===== config.mk =====
export PLATFORM = sky130hd
export DESIGN_NAME = mac_tx_sched
export DESIGN_NICKNAME = d
export VERILOG_FILES = /design/src/rtl/mac_tx_sched.sv
export SDC_FILE = /design/constraint.sdc
export NUM_CORES = 1
export LEC_CHECK = 0
export BUFFER_PORTS_ARGS = -buffer_cell sky130_fd_sc_hd__buf_2
export CAP_MARGIN = 20
export CORE_AREA = 4 4 353 355
export CTS_CLUSTER_DIAMETER = 80
export DETAILED_ROUTE_END_ITERATION = 6
export DIE_AREA = 0 0 357 359
export GPL_ROUTABILITY_DRIVEN = 0
export HOLD_SLACK_MARGIN = 0.03
export PLACE_DENSITY_LB_ADDON = 0.3
export SKIP_CTS_REPAIR_TIMING = 1
export SYNTH_ARGS = -nofsm -noshare
export SYNTH_HDL_FRONTEND = slang
export SYNTH_SLANG_ARGS = --single-unit

===== constraint.sdc =====
create_clock -name clk -period 2.17 [get_ports clk]
set_input_delay 0.3255 -clock clk [delete_from_list [all_inputs] [get_ports clk]]
set_output_delay 0.3255 -clock clk [all_outputs]
set_load 0.1 [all_outputs]

===== src/rtl/mac_tx_sched.sv =====
// mac_tx_sched: round-robin arbiter sharing one RMII frame transmitter.
// Latches a hash + MAC, handshakes the transmitter, then holds off one IFG.
module mac_tx_sched #(
  parameter int N_REQ       = 4,
  parameter int IFG_CYCLES  = 48,
  parameter int ACK_TIMEOUT = 15
) (
  input  logic                 clk,
  input  logic                 rst,
  input  logic [N_REQ-1:0]     req_valid,
  input  logic [N_REQ*128-1:0] req_data,
  input  logic [N_REQ*48-1:0]  req_dst_mac,
  output logic [N_REQ-1:0]     req_ack,
  output logic                 tx_valid,
  output logic [127:0]         tx_data,
  output logic [47:0]          tx_dst_mac,
  input  logic                 tx_ready,
  output logic [15:0]          frames_sent,
  output logic                 err_timeout
);

  localparam int IW = $clog2(N_REQ);
  localparam int GW = $clog2(IFG_CYCLES);
  localparam int TW = $clog2(ACK_TIMEOUT + 1);

  typedef enum logic [1:0] {
    IDLE,
    HOLD,
    BUSY,
    GAP
  } state_t;

  state_t          state;
  state_t          state_nx;
  logic [IW-1:0]   last;
  logic [IW-1:0]   win;
  logic [IW-1:0]   cand;
  logic            found;
  logic            grant;
  logic            tmo_hit;
  logic            gap_done;
  logic [GW-1:0]   gap_cnt;
  logic [TW-1:0]   tmo_cnt;
  logic [127:0]    data_arr [N_REQ];
  logic [47:0]     mac_arr  [N_REQ];

  for (genvar g = 0; g < N_REQ; g++) begin : g_slice
    assign data_arr[g] = req_data[128*g +: 128];
    assign mac_arr[g]  = req_dst_mac[48*g +: 48];
  end

  // Nearest valid requester after the previous winner, wrapping around.
  always_comb begin
    win   = last;
    cand  = last;
    found = 1'b0;
    for (int k = N_REQ; k >= 1; k--) begin
      cand = IW'((int'(last) + k) % N_REQ);
      if (req_valid[cand]) begin
        win   = cand;
        found = 1'b1;
      end
    end
  end

  assign grant    = (state == IDLE) && tx_ready && found;
  assign tmo_hit  = (tmo_cnt == TW'(ACK_TIMEOUT - 1));
  assign gap_done = (gap_cnt == '0);

  // State register.
  always_ff @(posedge clk or negedge rst) begin
    if (!rst) state <= IDLE;
    else      state <= state_nx;
  end

  // Next-state; a ready drop in HOLD beats the timeout.
  always_comb begin
    state_nx = state;
    case (state)
      IDLE: if (grant) state_nx = HOLD;
      HOLD: begin
        if (!tx_ready)    state_nx = BUSY;
        else if (tmo_hit) state_nx = GAP;
      end
      BUSY: if (tx_ready) state_nx = GAP;
      GAP:  if (gap_done) state_nx = IDLE;
      default: state_nx = IDLE;
    endcase
  end

  // Grant latch, handshake, counters and status.
  always_ff @(posedge clk or negedge rst) begin
    if (!rst) begin
      last        <= IW'(N_REQ - 1);
      req_ack     <= '0;
      tx_valid    <= 1'b0;
      tx_data     <= '0;
      tx_dst_mac  <= '0;
      frames_sent <= '0;
      err_timeout <= 1'b0;
      gap_cnt     <= '0;
      tmo_cnt     <= '0;
    end else begin
      req_ack <= '0;
      case (state)
        IDLE: begin
          if (grant) begin
            req_ack    <= N_REQ'(1) << win;
            tx_valid   <= 1'b1;
            tx_data    <= data_arr[win];
            tx_dst_mac <= mac_arr[win];
            last       <= win;
            tmo_cnt    <= '0;
          end
        end
        HOLD: begin
          if (!tx_ready) begin
            tx_valid <= 1'b0;
          end else if (tmo_hit) begin
            tx_valid    <= 1'b0;
            err_timeout <= 1'b1;
            gap_cnt     <= GW'(IFG_CYCLES - 1);
          end else begin
            tmo_cnt <= tmo_cnt + TW'(1);
          end
        end
        BUSY: begin
          if (tx_ready) begin
            frames_sent <= frames_sent + 16'd1;
            gap_cnt     <= GW'(IFG_CYCLES - 1);
          end
        end
        GAP: begin
          if (!gap_done) gap_cnt <= gap_cnt - GW'(1);
        end
        default: ;
      endcase
    end
  end

endmodule


==> flow_summary.yaml, run 1 <==
synthesis:
  synth_compound_area_frac: 0.178
  synth-simple-area-share: 0.0762
  synth.largest_area_cell: "dfrtp_1"
  synth_area_leaders: "dfrtp_1, mux2i_1, o221ai_2, nand2_1, o221ai_1"
  synth_nets: 1881
  synth.yosys.seq_area_share: 0.399
  synth-adder-area-share: 0.00940
  synth_mux_area_frac: 0.268
  synth-xor-area-share: 0.0112
  async_flop_share: 1.00
  yosys.area.top_type_share: 0.395
  synth-edff-count: 0
  yosys-top-cells-count: "mux2i_1, dfrtp_1, nand2_1, o221ai_2, o221ai_1"
  synth_area_mm2: 0.0133
  synth.distinct_cells: 43
  yosys_warnings: 0
  synth-seq-cells: 212
  synth_top_family_by_area: "multiplexers"
  synth.most_common_cell: "mux2i_1"
  synth_cells: 1160
  ys.flop_type: "dfrtp_1"
  syn_avg_cell_area_um2: 11.5
die:
  fp.coreArea_mm2: 0.121
  die_x_um: 357
  dieArea_mm2: 0.128
  start_util: 0.110
  io_pins: 909
  rows: 128
  die_y_um: 359
finish:
  final_layout_size_suffix_gt1_frac: 0.579
  regArea_mm2: 0.00531
  syn_to_final_growth_pct: 69.0
  fill_cells: 13600
  multi_input_area_mm2: 0.00751
  fin_nets: 2939
  stdcell_count: 3866
outcome:
  status: "finished with violations"
  violations: "negative setup slack"
global_routing:
  grt_use_met1: 0.123
  use_met2: 0.187
  grtUsageMet3: 0.0248
  grt_util_all_layers: 0.103
  antenna_found_initial: 5
  grt_pass1_wl_mm: 98.7
  top_usage_layer: "met2"
  grt_pass1_vias: 14700
  globalRouteOverflowTotal: 0
  grt_max_degree: 63
worst_setup_path:
  crit_chain: "mux2i_1 -> o221a_4 -> buf_12 -> buf_12 -> mux2i_2 -> buf_4 -> o221ai_2"
  cp_slowest_stage_delay_ns: 0.54
  cp_max_fo: 28
  critical_path_arrival_ns: 2.69
  rrSetupSlack_ns: -0.05
  cpMostUsedCell: "buf_12"
  cp-end-kind: "register"
  worstPathRequired_ns: 2.63
  cp_top_family: "buffers and inverters"
  cp_num_buf_inv: 3
  startpoint_type: "register"
  cp_slowest_cell: "dfstp_2"
  crit_type: "register to register"
placed_design:
  dp_cells: 3756
  post-dp-hpwl_mm: 60.5
  port_buffers: 908
sta:
  layout_min_cycle_time_ns: 2.22
  timing.fmax_mhz: 450
  rsz0062_at_grt: "yes"
  setup_viol: 8
  maxSlewViolCount: 0
  hold_viol: 0
  max_slew_margin: 0.537
  timing.final.crit_share: 1.02
  layout_setup_ws_ns: -0.0523
  skew_ns: 0.0181
  tightest_slew_ns: 0.699
  holdWs_ns: 0.0460
cts:
  clk_latency_ns: 0.60
  ctsRootBufferMaster: "clkbuf_16"
  clk_pin_slew_ns: 0.06
  clock-sinks: 212
  cts_buffers: 28
  cts.htree.levels: 1
  clock_path_buffers: 3
  cts_tree: "built"
routing:
  final_antenna_net_count: 0
  vias_per_cell: 3.57
  drc: 0
  dr.pass1.iters: 7
  wl_per_cell_um: 18.5
  vias: 13800
  drtIter0Drc: 460
  totalWireLength_mm: 71.4
pwr:
  ir_drop_v: 0.000859
  powerDensity_mw_per_mm2: 1630
  p_leak_nw: 11.2
flow_run:
  maxCapViolCount: 0
worst_hold_path:
  min_path_type: "input port to register"
worst paths after layout:
path | startpoint | to | cells after the start
min in group asynchronous | rst | frames_sent[1] | 2
max reg2reg | last[1] | tx_data[126] | 7
min reg2reg | frames_sent[15] | frames_sent[15] | 1
min | req_data[409] | tx_data[25] | 3
max | last[1] | tx_data[126] | 7
max in group asynchronous | rst | tx_data[124] | 3
cells in the final DEF, fill, tap and decap left out, drive strengths merged, types with 8 or more instances in the layout:
master	count
xor2	8
mux2i	354
ha	10
inv	11
clkbuf	41
dfrtp	210
nor2	16
o221ai	178
nand3	10
dlygate4sd3	57
nand2	195
xnor2	9
buf	1074
where the power goes:
| group | leakage, nW | switching (mW) | internal [mW] |
|---|---|---|---|
| clock network | 0.477 | 1.97 | 2.98 |
| registers | 2.66 | 1.05 | 5.61 |
| logic | 8.04 | 18.5 | 6.55 |
| total | 11.2 | 21.5 | 15.2 |
state kept, by name, summed over array words and instances, names as in the netlist:
| signal | flops |
|---|---|
| tx_valid | 1 |
| err_timeout | 1 |
| tx_dst_mac | 48 |
| req_ack | 4 |
| state | 2 |
| tmo_cnt | 4 |
| tx_data | 128 |
| last | 2 |
| gap_cnt | 6 |
| frames_sent | 16 |
through the flow:
stage	setup WS (ns)	area, um^2	total power, mW	TNS, ns	utilization
after floorplan	0.00748	13300	25.1	0	-
after global placement	-0.0519	20700	31.6	-0.112	0.170
after detailed placement	-0.0604	20700	31.6	-0.234	0.170
after CTS	-0.0891	21700	36.8	-0.561	0.178
after global routing	-0.108	22500	38.5	-4.00	0.185
final	-0.0523	22500	36.6	-0.154	0.185
metal layers:
layer,up-vias,share of wire
met5,-,0.00018
met2,534,0.51
met4,2,0.019
li1,6525,-
met1,6661,0.40
met3,64,0.073
worst reg2reg max path, delay by kind of cell (launching register included):
kind	cells	cell delay, ns
compound gates	2	0.35
buf+inv	3	0.67
flops	1	0.54
mux	2	0.53
cells by family (layout without fill, tap and decap cells):
| group | Yosys count | after routing |
|---|---|---|
| compound gates | 205 | 205 |
| xor+xnor | 17 | 17 |
| other cells | 0 | 2 |
| buf+inv | 114 | 1193 |
| simple gates | 246 | 246 |
| flops | 212 | 212 |
| fa+ha+maj | 10 | 10 |
| mux | 356 | 356 |
area by class of cell:
cell class | count | area share
Multi-Input combinational cell | 834 | 0.334
Timing Repair Buffer | 1131 | 0.295
Sequential cell | 212 | 0.236
Tap cell | 1625 | 0.0904
Clock buffer | 41 | 0.0369
Clock inverter | 10 | 0.00618
Inverter | 11 | 0.00184
Antenna cell | 2 | 0.000223
Power figures use the tool's default switching activity.
==> run 2, diff against run 1 <==
--- a/config.mk
+++ b/config.mk
@@ -14,6 +14,7 @@
 export GPL_ROUTABILITY_DRIVEN = 0
 export HOLD_SLACK_MARGIN = 0.03
 export PLACE_DENSITY_LB_ADDON = 0.3
+export RECOVER_POWER = 50
 export SKIP_CTS_REPAIR_TIMING = 1
 export SYNTH_ARGS = -nofsm -noshare
 export SYNTH_HDL_FRONTEND = slang
==> run 2 against run 1 <==
Effect of this change: the run still ends with negative setup slack left; clock power is essentially flat; hold slack worse by 0.0010 ns; worst setup slack lost 0.0050 ns; register-to-register slack is essentially flat; cell count about the same; maximum frequency fell by 0.23%; largest power group unchanged; power about the same; die area stayed put; utilization is 0.093 points lower; clock skew up 0.0015 ns; sequential power is essentially flat.
==> flow_summary.yaml, run 2 (synthesized netlist as in run 1, its figures left out) <==
worst_setup_path:
  cpMostUsedCell: "buf_12"
  crit_type: "register to register"
  cp_num_buf_inv: 3
  cp_max_fo: 28
  crit_chain: "mux2i_1 -> o221a_4 -> buf_12 -> buf_12 -> mux2i_2 -> buf_4 -> o221ai_2"
  worstPathRequired_ns: 2.63
  rrSetupSlack_ns: -0.06
  cp_slowest_stage_delay_ns: 0.54
  cp_slowest_cell: "dfstp_2"
  startpoint_type: "register"
  cp_top_family: "buffers and inverters"
  cp-end-kind: "register"
  critical_path_arrival_ns: 2.69
finish:
  final_cell_mix: "buf_2, mux2i_1, dfrtp_1"
  top_regs: "tx_data (128), tx_dst_mac (48), frames_sent (16)"
  regMostFlops: "tx_data"
  fin_nets: 2939
  stdcell_count: 3865
  syn_to_final_growth_pct: 68.1
  final_cell_area_mm2: 0.0224
  largest_reg_flops: 128
  utilization: 0.184
  final_common_cell: "buf_2"
  final_layout_size_suffix_gt1_frac: 0.575
sta:
  maxSlewViolCount: 0
  layout_min_cycle_time_ns: 2.23
  skew_ns: 0.0197
  max_slew_margin: 0.383
  timing.fmax_mhz: 449
  rsz0062_at_grt: "yes"
  holdWs_ns: 0.0450
  timing.final.crit_share: 1.03
  layout_setup_ws_ns: -0.0573
  setup_tns_ns: -0.179
  setup_viol: 7
  tightest_slew_ns: 0.925
  hold_viol: 0
routing:
  drtIter0Drc: 526
  vias: 13800
  m1WireLength_mm: 28.7
  wl_per_cell_um: 18.5
  dr_wl_met2_mm: 36.3
  dr.pass1.iters: 5
  top_layer: "met5"
  totalWireLength_mm: 71.4
  final_antenna_net_count: 0
  wl_met3_mm: 5.06
  vias_per_cell: 3.56
  drc: 0
placed_design:
  port_buffers: 908
  post-dp-hpwl_mm: 60.5
  dp_cells: 3756
  dpl_cell_area_mm2: 0.0207
die:
  rows: 128
  fp.coreArea_mm2: 0.121
  start_util: 0.110
  io_pins: 909
  die_x_um: 357
  dieArea_mm2: 0.128
  die_y_um: 359
cts:
  clk_latency_ns: 0.60
  cts_buffers: 28
  ctsRootBufferMaster: "clkbuf_16"
  cts_tree: "built"
  cts.htree.levels: 1
  clock_path_buffers: 3
  clk_pin_slew_ns: 0.06
  clock-sinks: 212
global_routing:
  grt_pass1_vias: 14700
  antenna_found_initial: 5
  grt_max_degree: 63
  globalRouteOverflowTotal: 0
  grt_pass1_wl_mm: 98.7
  grt_util_all_layers: 0.103
pwr:
  p_leak_nw: 11.1
  ir_drop_v: 0.000860
  powerDensity_mw_per_mm2: 1640
outcome:
  status: "finished with violations"
  violations: "negative setup slack"
flow_run:
  maxCapViolCount: 0
worst_hold_path:
  min_path_type: "input port to register"
-- run 2: changes by cell type in the layout (fill, tap and decap cells not counted) --
cell,before,now
clkbuf_4,0,2
buf_2,907,896
clkbuf_2,0,20
clkbuf_1,5,15
buf_4,144,127
diode_2,2,1
buf_12,19,15
-- run 2: final cells by class --
cell class / count / area [um^2]
diodes: 1 / 2.50
clock buffers: 41 / 830
repair buffers: 1131 / 6510
well taps: 1625 / 2030
flip-flops and latches: 212 / 5310
clock inverters: 10 / 139
multi-input cells: 834 / 7510
inverters: 11 / 41.3
fillers: 13600 / 99000
-- run 2: stage by stage --
stage / total power, mW / setup slack, ns
final: 36.6 / -0.0573
after global routing: 38.5 / -0.108
after CTS: 36.8 / -0.0891
after detailed placement: 31.6 / -0.0604
after global placement: 31.6 / -0.0519
after floorplan: 25.1 / 0.00748
-- run 2: path summary, 6_finish.rpt --
path	cells after the start	from	to
max	7	last[1]	tx_data[126]
min	3	req_data[409]	tx_data[25]
max reg2reg	7	last[1]	tx_data[126]
min reg2reg	1	frames_sent[15]	frames_sent[15]
max in group asynchronous	4	rst	tx_data[63]
min in group asynchronous	2	rst	frames_sent[1]
-- run 2: worst register-to-register path: stages (launching register included) --
cell and delay (ns):
dfstp_2 0.54, mux2i_1 0.26, o221a_4 0.27, buf_12 0.21, buf_12 0.30, mux2i_2 0.27
buf_4 0.16, o221ai_2 0.08
-- run 2: routing by layer --
| layer | GRT usage | vias up |
|---|---|---|
| met5 | 0 | - |
| met4 | 0.0186 | 2 |
| met3 | 0.0248 | 64 |
| met2 | 0.187 | 519 |
| met1 | 0.123 | 6656 |
| li1 | - | 6526 |
-- run 2: power breakdown --
part / internal [mW] / total [mW] / switching (mW) / leakage [nW]
registers: 5.61 / 6.67 / 1.05 / 2.66
logic: 6.51 / 25.0 / 18.5 / 7.97
clock network: 2.98 / 4.95 / 1.97 / 0.477
total: 15.1 / 36.6 / 21.5 / 11.1
